[src/rtl/uart_tx_queue.sv]
// Transmit FIFO plus issue sequencer feeding the UART transmitter's send/data/ready handshake.
// Lost words (FIFO overflow, transmitter that never goes busy) are reported through sticky flags.
module uart_tx_queue #(
  parameter int DEPTH        = 16,
  parameter int WIDTH        = 9,
  parameter int BUSY_TIMEOUT = 8
) (
  input  logic                   clock,
  input  logic                   reset,
  input  logic                   wr_en,
  input  logic [WIDTH-1:0]       wr_data,
  input  logic                   flush,
  input  logic                   tx_ready,
  output logic                   tx_send,
  output logic [WIDTH-1:0]       tx_data,
  output logic                   full,
  output logic                   empty,
  output logic [$clog2(DEPTH):0] count,
  output logic                   overflow,
  output logic                   tx_lost
);

  localparam int AW = $clog2(DEPTH);
  localparam int CW = AW + 1;
  localparam int TW = $clog2(BUSY_TIMEOUT + 1);
  localparam logic [CW-1:0] FULL_COUNT   = CW'(DEPTH);
  localparam logic [TW-1:0] TIMEOUT_LAST = TW'(BUSY_TIMEOUT);

  typedef enum logic [1:0] {
    IDLE,
    ISSUE,
    WAIT_BUSY,
    WAIT_READY
  } state_t;

  state_t           state;
  logic [WIDTH-1:0] mem [DEPTH];
  logic [AW-1:0]    wr_ptr;
  logic [AW-1:0]    rd_ptr;
  logic             ready_q;
  logic [TW-1:0]    busy_timer;
  logic             wr_accept;
  logic             pop;

  // full/empty decode the registered count, so they never depend on this cycle's inputs.
  assign full      = (count == FULL_COUNT);
  assign empty     = (count == '0);
  assign wr_accept = wr_en && !full && !flush;
  assign pop       = (state == IDLE) && !empty && tx_ready && ready_q && !flush;

  always_ff @(posedge clock) begin
    if (wr_accept) begin
      mem[wr_ptr] <= wr_data;
    end
  end

  // A write while full is dropped even if a pop frees a slot in the same cycle.
  always_ff @(posedge clock) begin
    if (reset) begin
      wr_ptr   <= '0;
      rd_ptr   <= '0;
      count    <= '0;
      overflow <= 1'b0;
    end else begin
      if (wr_en && full && !flush) begin
        overflow <= 1'b1;
      end
      if (flush) begin
        wr_ptr <= '0;
        rd_ptr <= '0;
        count  <= '0;
      end else begin
        if (wr_accept) begin
          wr_ptr <= wr_ptr + 1'b1;
        end
        if (pop) begin
          rd_ptr <= rd_ptr + 1'b1;
        end
        if (wr_accept && !pop) begin
          count <= count + 1'b1;
        end else if (pop && !wr_accept) begin
          count <= count - 1'b1;
        end
      end
    end
  end

  // Requiring ready on two consecutive cycles skips the one-cycle ready blip of the stop bit.
  always_ff @(posedge clock) begin
    if (reset) begin
      state      <= IDLE;
      tx_send    <= 1'b0;
      tx_data    <= '0;
      ready_q    <= 1'b0;
      busy_timer <= '0;
      tx_lost    <= 1'b0;
    end else begin
      ready_q <= tx_ready;
      tx_send <= 1'b0;
      case (state)
        IDLE: begin
          if (pop) begin
            tx_data <= mem[rd_ptr];
            tx_send <= 1'b1;
            state   <= ISSUE;
          end
        end
        ISSUE: begin
          busy_timer <= '0;
          state      <= WAIT_BUSY;
        end
        WAIT_BUSY: begin
          if (!tx_ready) begin
            state <= WAIT_READY;
          end else if (busy_timer + 1'b1 == TIMEOUT_LAST) begin
            tx_lost <= 1'b1;
            state   <= IDLE;
          end else begin
            busy_timer <= busy_timer + 1'b1;
          end
        end
        WAIT_READY: begin
          if (tx_ready) begin
            state <= IDLE;
          end
        end
        default: state <= IDLE;
      endcase
    end
  end

endmodule
[config.mk]
export PLATFORM = sky130hd
export DESIGN_NAME = uart_tx_queue
export DESIGN_NICKNAME = d
export VERILOG_FILES = /design/src/rtl/uart_tx_queue.sv
export SDC_FILE = /design/constraint.sdc
export NUM_CORES = 1
export LEC_CHECK = 0
export CAP_MARGIN = 20
export CORE_UTILIZATION = 40
export CTS_BUF_LIST = sky130_fd_sc_hd__clkbuf_2
export DETAILED_ROUTE_END_ITERATION = 16
export GPL_ROUTABILITY_DRIVEN = 1
export SETUP_SLACK_MARGIN = 0.2
export SLEW_MARGIN = 0
export SYNTH_ARGS = -nofsm -noshare
export SYNTH_HDL_FRONTEND = slang
export SYNTH_SLANG_ARGS = --single-unit
[constraint.sdc]
create_clock -name clock -period 3.05 [get_ports clock]
set_clock_uncertainty 0.2 [all_clocks]
set_input_delay 0.915 -clock clock [delete_from_list [all_inputs] [get_ports clock]]
set_output_delay 0.915 -clock clock [all_outputs]
set_load 0.02 [all_outputs]
==> reports/qor.yml <==
power-per-cell-area_nw_per_um2: 502.4
final_hold_violations: 0
min_delay_path_depth: 2
drc_markers: 0
crit_path_max_incr_delay_ps: 570
cts-buffers-inserted: 17
cpMaxStageDelayCell: "sky130_fd_sc_hd__or4_4"
comb_power_share_pct: 4.5
status: "finished, final reports clean"
ys_ff_latch: 176
max_freq_ghz: 0.3300
setup-violations-final: 0
period_minus_slack_ps: 3030
post_synthesis_instance_area_um2: 7099
floorplan.initialDensity_pct: 41.04
vias_per_cell: 5.268
clk_latency_ps: 720
peak_ir_drop_on_the_vdd_network_mv: 0.3408
gp_congestion: 0.7662
reg2reg_slack_ps: 160
first_global_vias: 3925
synth_compound_gate_area_share_pct: 4.688
fin_worst_hold_slack_ps: 308.0
layout.nets: 499
finalInstanceArea_um2: 8341
via_count: 3751
rr_worst_depth: 10
min_path_type: "reg -> reg"
synth_enable_flop_cells: 144
route.antenna.remaining_nets: 0
maxCapViolations: 0
setup.worst_path.start: "count[0]"
first_pass_grt_wire_length_um: 22030
root_buffer: "sky130_fd_sc_hd__clkbuf_2"
post-layout-total-power_uw: 4191
fp.coreArea_um2: 17300
layout-drive-gt1-share_pct: 29.57
areaGrowthSynthToFinish_pct: 17.48
io_buffers: 32
period_share_pct: 99.35
synth-async-reset-ratio_pct: 0
syn_nets: 420
crit_chain: "or4_4 > nor2_4 > buf_6"
floorplan.die.height_um: 135.2
syn-instance-count: 395
worst_ep_required_time_ps: 1930
placed_cell_area_um2: 8015
yosys-mux-area-fraction_pct: 14.66
grt_max_degree: 40
global_route.overflow_total: 0
avgRoutedWirePerCell_um: 19.82
synth_cell_type_count: 44
yosysWarningCount: 0
first_pass_iters: 4
grt_setup_unrepaired: "yes"
number_of_antenna_repair_diodes: 0
cts_sinks: 176
worst_setup_path_endpoint: "full"
post-dp-hpwl_um: 9245
timing.setup.tns_ps: 0
power.switching_fraction_pct: 22.31
dominantRegCellSynth: "sky130_fd_sc_hd__edfxtp_1"
ioPinCount: 33
p_int_uw: 3256
design.die.area_um2: 18280
ctsHoldBuffers: 0
rows: 48
ctsHtreeMaxLevel: 4
arrival_ps: 1920
die_width_um: 135.2
clockPowerShare_pct: 33.0
cts_tree: "done"
max_slew_margin_pct: 57.36
timing.critical_path.fanout_max: 3
critical_path.reg2reg.endpoint: "count[4]"
worst_setup_path_start_kind: "register"
dominant_combinational_cell_family_by_area_after_synthesis: "multiplexers"
basic_gate_share_of_the_synthesized_area_counting_and_or_nand_and_nor_cells_pct: 6.045
post_synthesis_xor_xnor_area_fraction_pct: 0.8636
maxSlewViolCount: 0
dr.first_iter.drc_count: 255
finalWirelength_um: 14110
synth.avg_cell_area_um2: 17.97
cellLeakagePower_uw: 0.002783
endpoint_kind: "output pin"
sequential_power_share_pct: 62.5
number_of_antenna_violations_at_the_first_check_in_global_routing: 0
setup.worst_path.class: "reg -> out"
clk_transition_reported_paths_ps: 220
worst-slew-pin-transition_ps: 636.9
synth-adder-area-share_pct: 2.044
power_switching_uw: 934.7
clock_buffer_depth: 2
synth_seq_area_share_pct: 69.93
grt_util_all_layers_pct: 16.92
worstReg2RegStart: "count[0]"
metrics by stage:
| step | util (%) | setup WS (ps) | std cells |
|---|---|---|---|
| 6_report | 48.22 | 19.71 | 712 |
| 5_1_grt | 48.22 | -134.7 | 712 |
| 4_1_cts | 48.16 | -78.78 | 711 |
| 3_5_place_dp | 46.34 | -335.6 | 676 |
| 3_3_place_gp | 46.34 | -275.4 | 676 |
| 2_1_floorplan | - | 164.6 | 395 |
cell usage in the layout, fill, tap and decap left out, types with 3 or more instances in the layout:
| cell | count |
|---|---|
| sky130_fd_sc_hd__nand2b_1 | 6 |
| sky130_fd_sc_hd__buf_4 | 45 |
| sky130_fd_sc_hd__mux4_2 | 36 |
| sky130_fd_sc_hd__or3_1 | 3 |
| sky130_fd_sc_hd__ha_1 | 8 |
| sky130_fd_sc_hd__inv_1 | 4 |
| sky130_fd_sc_hd__nor3_1 | 5 |
| sky130_fd_sc_hd__nand2_1 | 6 |
| sky130_fd_sc_hd__dfxtp_1 | 27 |
| sky130_fd_sc_hd__nand3b_1 | 11 |
| sky130_fd_sc_hd__clkdlybuf4s50_1 | 13 |
| sky130_fd_sc_hd__nor2_1 | 30 |
| sky130_fd_sc_hd__inv_6 | 4 |
| sky130_fd_sc_hd__o21ai_0 | 5 |
| sky130_fd_sc_hd__xnor2_1 | 3 |
| sky130_fd_sc_hd__nand3_1 | 3 |
| sky130_fd_sc_hd__buf_12 | 3 |
| sky130_fd_sc_hd__edfxtp_1 | 144 |
| sky130_fd_sc_hd__clkbuf_2 | 18 |
| sky130_fd_sc_hd__o221ai_2 | 9 |
| sky130_fd_sc_hd__xor2_1 | 4 |
| sky130_fd_sc_hd__dfxtp_2 | 3 |
| sky130_fd_sc_hd__a21oi_1 | 9 |
| sky130_fd_sc_hd__mux2i_1 | 23 |
| sky130_fd_sc_hd__bufinv_16 | 4 |
| sky130_fd_sc_hd__dlygate4sd2_1 | 17 |
critical path: cells and delay by family (launching register included):
kind          cells  cell delay, ps
simple gates      2             690
flops             1             390
buf+inv           1             120
logic make-up (layout without fill, tap and decap cells):
| logic type | Yosys count | count (layout) |
|---|---|---|
| adder cells (fa/ha/maj) | 11 | 11 |
| XOR/XNOR | 7 | 7 |
| buffers and inverters | 25 | 117 |
| AND/OR/NAND/NOR | 78 | 78 |
| flip-flops | 176 | 176 |
| AO/OA/AOI/OAI | 39 | 39 |
| multiplexers | 59 | 59 |
metal layers:
layer / track usage, % / wire, µm / part of all wire, %
met5: 0 / 0 / 0
met4: 5.306 / 150 / 1.1
met3: 4.489 / 487 / 3.5
met2: 28.06 / 7059 / 50
met1: 21.64 / 6417 / 45
final cells by class:
| cell class | count | area [µm²] |
|---|---|---|
| Multi-Input combinational cell | 194 | 2071 |
| Clock buffer | 18 | 90.09 |
| Inverter | 5 | 21.27 |
| Fill cell | 1451 | 8956 |
| Clock inverter | 14 | 201.4 |
| Timing Repair Buffer | 80 | 699.4 |
| Tap cell | 225 | 281.5 |
| Sequential cell | 176 | 4976 |
repair_timing:
item                       4_1_cts  5_1_grt
pin swaps                        4        4
gates resized for setup         34        1
setup endpoints to repair       19        3
hold endpoints to repair         0        0
setup buffers                    3        1
cloned                           0        0
worst min path at each step:
stage                      endpoint  slack [ps]      start
after floorplan           rd_ptr[3]         260  rd_ptr[3]
after global placement      tx_lost         250    tx_lost
after detailed placement    tx_lost         270    tx_lost
after CTS                  overflow         310   overflow
after global routing      rd_ptr[3]         350  rd_ptr[3]
final                      overflow         310   overflow
cells in the mapped netlist (2+ instances only):
master,n,share of area (%)
sky130_fd_sc_hd__o211a_1,2,0.28
sky130_fd_sc_hd__xor2_1,4,0.49
sky130_fd_sc_hd__mux2i_1,23,3.2
sky130_fd_sc_hd__nand3_1,3,0.21
sky130_fd_sc_hd__dfxtp_1,32,9.0
sky130_fd_sc_hd__buf_2,4,0.28
sky130_fd_sc_hd__nand3b_1,11,1.2
sky130_fd_sc_hd__a21o_1,2,0.21
sky130_fd_sc_hd__o211ai_1,2,0.21
sky130_fd_sc_hd__or3_1,3,0.26
sky130_fd_sc_hd__edfxtp_1,144,61
sky130_fd_sc_hd__a21oi_1,11,0.78
sky130_fd_sc_hd__ha_1,10,1.8
sky130_fd_sc_hd__o21ai_0,5,0.35
sky130_fd_sc_hd__nor2_1,32,1.7
sky130_fd_sc_hd__buf_6,2,0.32
sky130_fd_sc_hd__inv_1,5,0.26
sky130_fd_sc_hd__mux4_2,36,11
sky130_fd_sc_hd__nand2b_1,6,0.53
sky130_fd_sc_hd__o221ai_2,9,1.9
sky130_fd_sc_hd__clkbuf_1,10,0.53
sky130_fd_sc_hd__buf_4,3,0.32
sky130_fd_sc_hd__nor3_1,5,0.35
sky130_fd_sc_hd__xnor2_1,3,0.37
sky130_fd_sc_hd__a211oi_1,2,0.21
sky130_fd_sc_hd__nand2_1,6,0.32
sky130_fd_sc_hd__and3b_1,2,0.25
sky130_fd_sc_hd__nor2b_1,2,0.18
state kept, by name (all words and copies together) (netlist names):
signal      cells
count           5
tx_lost         1
rd_ptr          4
mem           144
ready_q         1
state           2
busy_timer      4
wr_ptr          4
overflow        1
tx_data         9
tx_send         1
power by group through the flow:
stage | combinational, µW | sequential (µW) | clock (µW)
final | 189 | 2620 | 1380
after global routing | 207 | 2620 | 1510
after CTS | 190 | 2620 | 1430
after detailed placement | 183 | 2670 | 0
after global placement | 179 | 2670 | 0
after floorplan | 83.9 | 2680 | 0
No activity file was read; power rests on OpenSTA's default activity.
